==> config.mk <==
export PLATFORM = sky130hd
export DESIGN_NAME = pipeline_hazard_ctrl
export DESIGN_NICKNAME = d
export VERILOG_FILES = /design/src/rtl/cpu_pkg.sv /design/src/rtl/sat_counter.sv /design/src/rtl/pipeline_hazard_ctrl.sv
export SDC_FILE = /design/constraint.sdc
export NUM_CORES = 1
export LEC_CHECK = 0
export CORE_UTILIZATION = 44
export DETAILED_ROUTE_END_ITERATION = 7
export GPL_TIMING_DRIVEN = 0
export PLACE_DENSITY = 0.87
export REMOVE_ABC_BUFFERS = 1
export SETUP_SLACK_MARGIN = 0.1
export SYNTH_ARGS = -nofsm -noshare
export SYNTH_HDL_FRONTEND = slang
export SYNTH_SLANG_ARGS = --single-unit
export TNS_END_PERCENT = 1
==> constraint.sdc <==
create_clock -name clk -period 2.65 [get_ports clk]
set_input_delay 0.795 -clock clk [delete_from_list [all_inputs] [get_ports clk]]
set_output_delay 0.795 -clock clk [all_outputs]
set_load 0.03 [all_outputs]
==> src/rtl/cpu_pkg.sv <==
// rtl/cpu_pkg.sv - shared pipeline constants, state encoding and hazard helper.
package cpu_pkg;

    localparam logic [2:0] ST_IDLE  = 3'd0;
    localparam logic [2:0] ST_RUN   = 3'd1;
    localparam logic [2:0] ST_FLUSH = 3'd2;
    localparam logic [2:0] ST_DRAIN = 3'd3;

    localparam int DEFAULT_FETCH_LAT    = 1;
    localparam int DEFAULT_DRAIN_CYCLES = 4;
    localparam int DEFAULT_CNT_W        = 16;

    localparam logic [31:0] NOP_INSTR = 32'h0000_0000;

    // A load in EX feeding either source register of the ID instruction; $zero never hazards.
    function automatic logic load_use_hazard(
        input logic       ex_mem_read,
        input logic [4:0] ex_rt,
        input logic [4:0] id_rs,
        input logic [4:0] id_rt,
        input logic       id_uses_rt
    );
        return ex_mem_read && (ex_rt != 5'd0) &&
               ((ex_rt == id_rs) || (id_uses_rt && (ex_rt == id_rt)));
    endfunction

endpackage

==> src/rtl/sat_counter.sv <==
// rtl/sat_counter.sv - event counter that sticks at all-ones.
module sat_counter #(
    parameter int CNT_W = 16
) (
    input  logic             clk,
    input  logic             rst,
    input  logic             inc,
    output logic [CNT_W-1:0] count
);

    logic [CNT_W-1:0] count_q;
    logic [CNT_W-1:0] count_d;

    always_comb begin
        count_d = count_q;
        if (inc && (count_q != {CNT_W{1'b1}})) begin
            count_d = count_q + 1'b1;
        end
    end

    always_ff @(posedge clk) begin
        if (rst) begin
            count_q <= '0;
        end else begin
            count_q <= count_d;
        end
    end

    assign count = count_q;

endmodule

==> src/rtl/pipeline_hazard_ctrl.sv <==
// rtl/pipeline_hazard_ctrl.sv - run/stall/flush/drain sequencer for the 5-stage pipeline.
module pipeline_hazard_ctrl
    import cpu_pkg::*;
#(
    parameter int FETCH_LAT    = DEFAULT_FETCH_LAT,
    parameter int DRAIN_CYCLES = DEFAULT_DRAIN_CYCLES,
    parameter int CNT_W        = DEFAULT_CNT_W
) (
    input  logic             clk,
    input  logic             rst,
    input  logic             enable,
    input  logic [4:0]       id_rs,
    input  logic [4:0]       id_rt,
    input  logic             id_uses_rt,
    input  logic             ex_mem_read,
    input  logic [4:0]       ex_rt,
    input  logic             mem_redirect,
    output logic             pc_en,
    output logic             if_id_en,
    output logic             pipe_en,
    output logic             if_id_flush,
    output logic             id_ex_flush,
    output logic             ex_mem_flush,
    output logic             busy,
    output logic [2:0]       state,
    output logic [CNT_W-1:0] stall_count,
    output logic [CNT_W-1:0] flush_count
);

    localparam logic [3:0] FETCH_LAT_C    = FETCH_LAT[3:0];
    localparam logic [3:0] DRAIN_CYCLES_C = DRAIN_CYCLES[3:0];
    localparam bit         HAS_FETCH_LAT  = (FETCH_LAT > 0);

    logic [2:0] state_q, state_d;
    logic [3:0] cnt_q, cnt_d;
    logic       hz;
    logic       stall_inc;
    logic       flush_inc;

    assign hz = load_use_hazard(ex_mem_read, ex_rt, id_rs, id_rt, id_uses_rt);

    always_comb begin
        state_d      = state_q;
        cnt_d        = cnt_q;
        pc_en        = 1'b0;
        if_id_en     = 1'b0;
        pipe_en      = 1'b0;
        if_id_flush  = 1'b0;
        id_ex_flush  = 1'b0;
        ex_mem_flush = 1'b0;
        stall_inc    = 1'b0;
        flush_inc    = 1'b0;

        case (state_q)
            ST_IDLE: begin
                if (enable) begin
                    state_d = ST_RUN;
                end
            end

            ST_RUN, ST_FLUSH: begin
                pc_en    = 1'b1;
                if_id_en = 1'b1;
                pipe_en  = 1'b1;
                if (state_q == ST_FLUSH) begin
                    if_id_flush = 1'b1;
                    cnt_d       = cnt_q - 4'd1;
                    if (cnt_q == 4'd1) begin
                        state_d = ST_RUN;
                    end
                end
                // A redirect squashes the ID instruction anyway, so it outranks the stall.
                if (mem_redirect) begin
                    if_id_flush  = 1'b1;
                    id_ex_flush  = 1'b1;
                    ex_mem_flush = 1'b1;
                    flush_inc    = 1'b1;
                    if (HAS_FETCH_LAT) begin
                        state_d = ST_FLUSH;
                        cnt_d   = FETCH_LAT_C;
                    end else begin
                        state_d = ST_RUN;
                    end
                end else if ((state_q == ST_RUN) && hz) begin
                    pc_en       = 1'b0;
                    if_id_en    = 1'b0;
                    id_ex_flush = 1'b1;
                    stall_inc   = 1'b1;
                end
                if (!enable) begin
                    state_d = ST_DRAIN;
                    cnt_d   = DRAIN_CYCLES_C;
                end
            end

            ST_DRAIN: begin
                if_id_en    = 1'b1;
                if_id_flush = 1'b1;
                pipe_en     = 1'b1;
                cnt_d       = cnt_q - 4'd1;
                // Letting the PC take the target keeps a later restart fetching from the right place.
                if (mem_redirect) begin
                    pc_en        = 1'b1;
                    id_ex_flush  = 1'b1;
                    ex_mem_flush = 1'b1;
                    flush_inc    = 1'b1;
                end
                if (cnt_q == 4'd1) begin
                    state_d = enable ? ST_RUN : ST_IDLE;
                end
            end

            default: begin
                state_d = ST_IDLE;
                cnt_d   = 4'd0;
            end
        endcase
    end

    always_ff @(posedge clk) begin
        if (rst) begin
            state_q <= ST_IDLE;
            cnt_q   <= 4'd0;
        end else begin
            state_q <= state_d;
            cnt_q   <= cnt_d;
        end
    end

    assign state = state_q;
    assign busy  = (state_q != ST_IDLE);

    sat_counter #(.CNT_W(CNT_W)) u_stall_cnt (
        .clk   (clk),
        .rst   (rst),
        .inc   (stall_inc),
        .count (stall_count)
    );

    sat_counter #(.CNT_W(CNT_W)) u_flush_cnt (
        .clk   (clk),
        .rst   (rst),
        .inc   (flush_inc),
        .count (flush_count)
    );

endmodule

==> qor.csv, run 1 <==
stage;metric;value;unit
sta;max-slew-margin-rel;0.387;
drt;firstDrtPassIters;4;
die;core_area;5110;um^2
die;die_h;74.8;um
drt;remaining_drc_errors;0;
flow_run;maxCapViolations;0;
cts;cts_tree;done;
outcome;status;finished with violations;
grt;grt-ovfl-total;0;
cts;cts.sinks;38;
grt;grt_max_degree;52;
setup_path;cp_slowest_stage_delay;0.52;ns
drt;wl;5920;um
synth;ys_warn_count;0;
setup_path;regToRegSetupSlack;0.25;ns
sta;fin_crit_sh;1.11;
die;die_w;74.8;um
finish;insertedDiodeCount;0;
sta;rsz0062_at_grt;true;
place;place.gp.congestion;0.893;
finish;final_cells;418;
sta;worst_pin_slew;0.912;ns
drt;avgViaCountPerCell;5.57;
power;vdd_drop_max;0.304;mV
setup_path;cp.arrival;2.15;ns
finish;stdcell_area;3170;um^2
cts;clock_latency;0.29;ns
sta;hold_violations;0;
grt;antenna_found_initial;0;
cts;cts_root_buffer;clkbuf_8;
die;num_rows;26;
drt;via_count;2330;
sta;finalSetupViolations;3;
finish;syn_to_final_growth;36.0;%
synth;synth_edf_count;0;
synth;ys_ff_latch;38;
finish;multi_input_area;1560;um^2
min_path;hp-class;reg -> reg;
setup_path;reg2reg_depth;6;
sta;fin_skew;0.00304;ns
setup_path;endpoint_kind;output pin;
power;p_leak;1.11;nW
synth;netlist_area;2330;um^2
setup_path;cp_slowest_cell;or4_4;
cts;cts_made_buffers;5;
grt;use_met1;0.273;
setup_path;cp_max_fo;3;
synth;post_synth_num_cell_types;45;
drt;drt_iter0_markers;142;
finish;layout-drive-gt1-share;0.172;
cts;hold_buffers;0;
place;dp_hpwl;4110;um
sta;fmax;340;MHz
setup_path;critPathKind;in -> out;
grt;grt_pass1_wl;9510;um
min_path;hp-start;cnt_q[2]$_SDFFE_PP0P_;
cts;worst_setup_hold_path_clk_slew;0.07;ns
grt;busiest_layer;met2;
power;powerDensity;592;nW/um^2
sta;drv_slew;0;
place;postPlaceCellArea;2970;um^2
setup_path;crit_required;1.86;ns
sta;setup_ws;-0.291;ns
setup_path;start_kind;input port;
sta;period_minus_slack;2.94;ns
drt;post_drt_wl_per_cell;14.2;um
die;io_pins;63;
min_path;hold_end;cnt_q[2]$_SDFFE_PP0P_;
synth;synth-main-ff-cell;dfxtp_1;
setup_path;reg2reg_to;u_stall_cnt.count[3]$_SDFFE_PP0P_;
grt;met3_usage;0.0455;
drt;drtAntennaViolNets;0;
finish;ff_latch_area;761;um^2
grt;grt_pass1_vias;2056;
die;start_util;0.457;
finish;final_cell_mix;nor2_1 (38), dfxtp_1 (38), clkdlybuf4s50_1 (38);
die;dieArea;5600;um^2
place;placed_cells;403;
cts;cts.path.max_buffers;2;
place;port_buffers;61;
finish;fillers;447;
grt;grt_use_met2;0.376;
setup_path;crit_chain;buf_8 > or4_4 > o211ai_1 > o21ai_1 > a21oi_1 > buf_4;
synth;async_reset_ff_frac;0;
synth;synthCells;285;
outcome;violations;negative setup slack;
setup_path;regToRegStartpoint;state[0]$_SDFFE_PP0P_;
synth;avgSynthCellArea;8.19;um^2
grt;grt_util_all_layers;0.218;
finish;fin_nets;376;
synth;synth-seq-area-share;0.326;
min_path;holdPathStages;2;
cts;htreeDepth;2;
kinds of logic (layout without fill, tap and decap cells):
family                     count (synthesis)  after routing  synth area share
DFF                                       38             38             0.326
muxes                                     15             15            0.0707
and+or+nand+nor                          132            132             0.306
adders and majority gates                  8              8            0.0429
buffers and inverters                     26             89            0.0477
xor gates and xnor gates                  22             22            0.0825
AOI/OAI and AO/OA                         43             43             0.123
other                                      1              1           0.00161
metal layers:
layer / up-vias / wire length [um] / share of wire
met2: 77 / 3000 / 0.51
met5: - / 0 / 0
met4: 0 / 85 / 0.014
li1: 1142 / - / -
met3: 14 / 243 / 0.041
met1: 1097 / 2600 / 0.44
Yosys cell counts, types with 2 or more instances:
library cell,count,area (um^2)
and3_1,2,12.5
clkbuf_1,9,33.8
nand3_1,10,50.1
nor2b_1,13,81.3
nand2_1,15,56.3
inv_1,12,45.0
nand4_1,6,37.5
ha_1,8,100
nand3b_1,2,15.0
and4_1,4,35.0
a311oi_1,4,35.0
a21boi_0,2,15.0
nor2_1,38,143
a31oi_1,3,18.8
xor2_1,12,105
a21oi_1,11,55.1
a211oi_1,3,22.5
nor3_1,9,45.0
nor3b_1,3,22.5
buf_2,2,10.0
xnor2_1,10,87.6
mux2i_1,3,30.0
and2_1,3,18.8
buf_4,3,22.5
nor4b_1,4,35.0
or4_1,2,15.0
or3_1,2,12.5
o31ai_1,3,22.5
nand2b_1,2,12.5
mux2_2,12,135
o211ai_1,3,22.5
o21ai_0,8,40.0
nor4_1,13,81.3
dfxtp_1,38,761
final cells by class:
type / count / share of cell area
clock buffer: 7 / 0.0272
clock inverter: 1 / 0.00158
inverter: 12 / 0.0142
multi-input combinational: 221 / 0.491
sequential: 38 / 0.240
tap: 70 / 0.0276
timing repair buffer: 69 / 0.199
state kept, by name, indices dropped and copies added, names as in the netlist:
register           count
u_stall_cnt.count     16
cnt_q                  4
u_flush_cnt.count     16
state                  2
report_power, final:
part	switching [mW]	internal, mW
clock network	0.205	0.210
logic	0.481	0.332
registers	0.0435	0.608
total	0.730	1.15
through the flow:
stage	TNS (ns)	hold slack [ns]	setup slack, ns	power (mW)	util
2_1_floorplan	-2.03	0.457	-0.769	1.15	-
3_3_place_gp	-19.91	0.483	-2.02	1.41	0.581
3_5_place_dp	-12.83	0.488	-1.37	1.43	0.581
4_1_cts	-0.814	0.498	-0.273	1.87	0.608
5_1_grt	-1.27	0.541	-0.370	1.99	0.622
6_report	-0.798	0.498	-0.291	1.88	0.622
critical path, delay by kind of cell:
| family | cells | cell delay, ns |
|---|---|---|
| simple gates | 1 | 0.52 |
| compound gates | 3 | 0.54 |
| buf+inv | 2 | 0.28 |
worst max-delay path by stage:
stage,from,endpoint,cells after the start
finish,ex_rt[1],pc_en,6
global route,ex_rt[2],id_ex_flush,7
CTS,ex_rt[1],if_id_en,6
detailed placement,ex_rt[1],pc_en,7
global placement,ex_rt[3],pc_en,7
floorplan,id_rt[3],pc_en,5
timing repair:
| item | in CTS | in global routing |
|---|---|---|
| pin swaps | 14 | 8 |
| endpoints found under the setup margin | 23 | 17 |
| setup buffers | 6 | 1 |
| resized for setup | 69 | 20 |
(Power assumes the default switching activity.)
==> run 2, diff against run 1 <==
Settings changed: SKIP_LAST_GASP from default to 1.
==> qor.csv, run 2 (synthesis results as in run 1) <==
stage;metric;value;unit
grt;use_met1;0.271;
power;powerDensity;595;nW/um^2
sta;fmax;338;MHz
cts;htreeDepth;2;
grt;grt_max_degree;52;
outcome;violations;negative setup slack;
drt;remaining_drc_errors;0;
setup_path;cp_max_fo;3;
flow_run;maxCapViolations;0;
drt;post_drt_wl_per_cell;13.8;um
cts;cts_made_buffers;5;
sta;finalSetupTns;-1.45;ns
finish;final_cell_mix;clkdlybuf4s50_1 (41), nor2_1 (38), dfxtp_1 (38);
power;p_int;1.13;mW
finish;post-route-util;0.608;
finish;syn_to_final_growth;33.0;%
setup_path;endpoint_kind;output pin;
power;vdd_drop_max;0.302;mV
sta;drv_slew;0;
grt;grt_pass1_vias;2053;
sta;fin_crit_sh;1.12;
finish;final_cells;418;
drt;drtAntennaViolNets;0;
grt;grt-ovfl-total;0;
finish;fin_nets;376;
place;post-place-ws;-1.37;ns
finish;final_common_cell;clkdlybuf4s50_1;
outcome;status;finished with violations;
cts;cts.sinks;38;
die;io_pins;63;
drt;wl;5780;um
min_path;hp-class;reg -> reg;
sta;rsz0062_at_grt;true;
die;start_util;0.457;
grt;antenna_found_initial;0;
cts;cts.path.max_buffers;2;
setup_path;cp.arrival;2.16;ns
sta;setup_ws;-0.308;ns
die;die_w;74.8;um
sta;max-slew-margin-rel;0.436;
finish;layout-drive-gt1-share;0.129;
place;dp_hpwl;4110;um
finish;stdcell_area;3100;um^2
die;core_area;5110;um^2
place;placed_cells;403;
setup_path;critPathKind;in -> out;
setup_path;crit_required;1.86;ns
drt;firstDrtPassIters;4;
cts;clock_latency;0.29;ns
power;seq_power_share;0.353;
power;p_switching;715;uW
sta;fin_skew;0.00393;ns
grt;grt_use_met2;0.376;
sta;period_minus_slack;2.96;ns
die;num_rows;26;
cts;cts_root_buffer;clkbuf_8;
grt;met3_usage;0.0455;
cts;cts_tree;done;
cts;hold_buffers;0;
power;p_leak;1.10;nW
drt;drt_iter0_markers;182;
place;place.gp.congestion;0.893;
setup_path;start_kind;input port;
die;die_h;74.8;um
power;clkPwrFrac;0.224;
grt;grt_pass1_wl;9480;um
sta;worst_pin_slew;0.846;ns
power;netSwitchingFraction;0.387;
drt;via_count;2304;
cts;worst_setup_hold_path_clk_slew;0.07;ns
sta;finalSetupViolations;7;
grt;grt_util_all_layers;0.217;
grt;busiest_layer;met2;
finish;insertedDiodeCount;0;
die;dieArea;5600;um^2
sta;hold_violations;0;
drt;avgViaCountPerCell;5.51;
power;pwr-share-comb;0.423;
place;postPlaceCellArea;2970;um^2
place;port_buffers;61;
## run 2: worst max-delay path: stages
cell	delay, ns
buf_8	0.10
or4_4	0.52
o211ai_1	0.29
o21ai_1	0.12
a21oi_1	0.15
buf_4	0.19
## run 2: final cells by class
class	count	area (um^2)
fill	460	2000
multi-input combinational	221	1490
sequential	38	761
timing repair buffer	69	634
tap	70	87.6
clock buffer	7	86.3
inverter	12	45.0
clock inverter	1	5.00
## run 2: stage by stage
| step | hold slack, ns | power, mW |
|---|---|---|
| finish | 0.498 | 1.85 |
| global route | 0.541 | 1.95 |
| CTS | 0.498 | 1.85 |
| detailed placement | 0.488 | 1.43 |
| global placement | 0.483 | 1.41 |
| floorplan | 0.457 | 1.15 |
## run 2: per-layer routing
| layer | routed length (um) | share of wire |
|---|---|---|
| met5 | 0 | 0 |
| met4 | 61 | 0.011 |
| met3 | 238 | 0.041 |
| met2 | 2960 | 0.51 |
| met1 | 2530 | 0.44 |
## run 2: power by group through the flow
stage                     logic, mW  clock network [mW]  registers (mW)
after floorplan               0.454                   0           0.694
after global placement        0.748                   0           0.662
after detailed placement      0.766                   0           0.664
after CTS                     0.777               0.422           0.651
after global routing          0.850               0.446           0.657
final                         0.782               0.413           0.651
## run 2: what timing repair did
item                       in CTS  in global routing
hold endpoints to repair        0                  0
setup endpoints to repair      23                 24
resized for setup              59                  5
pin swaps                      14                  9
buffers inserted                6                  1
## run 2: final timing paths
kind	end	start	slack, ns	cells after the start
max	pc_en	ex_rt[1]	-0.31	6
min	cnt_q[2]$_SDFFE_PP0P_	cnt_q[2]$_SDFFE_PP0P_	0.50	2
max reg2reg	u_stall_cnt.count[10]$_SDFFE_PP0P_	state[0]$_SDFFE_PP0P_	0.11	6
min reg2reg	cnt_q[2]$_SDFFE_PP0P_	cnt_q[2]$_SDFFE_PP0P_	0.50	2
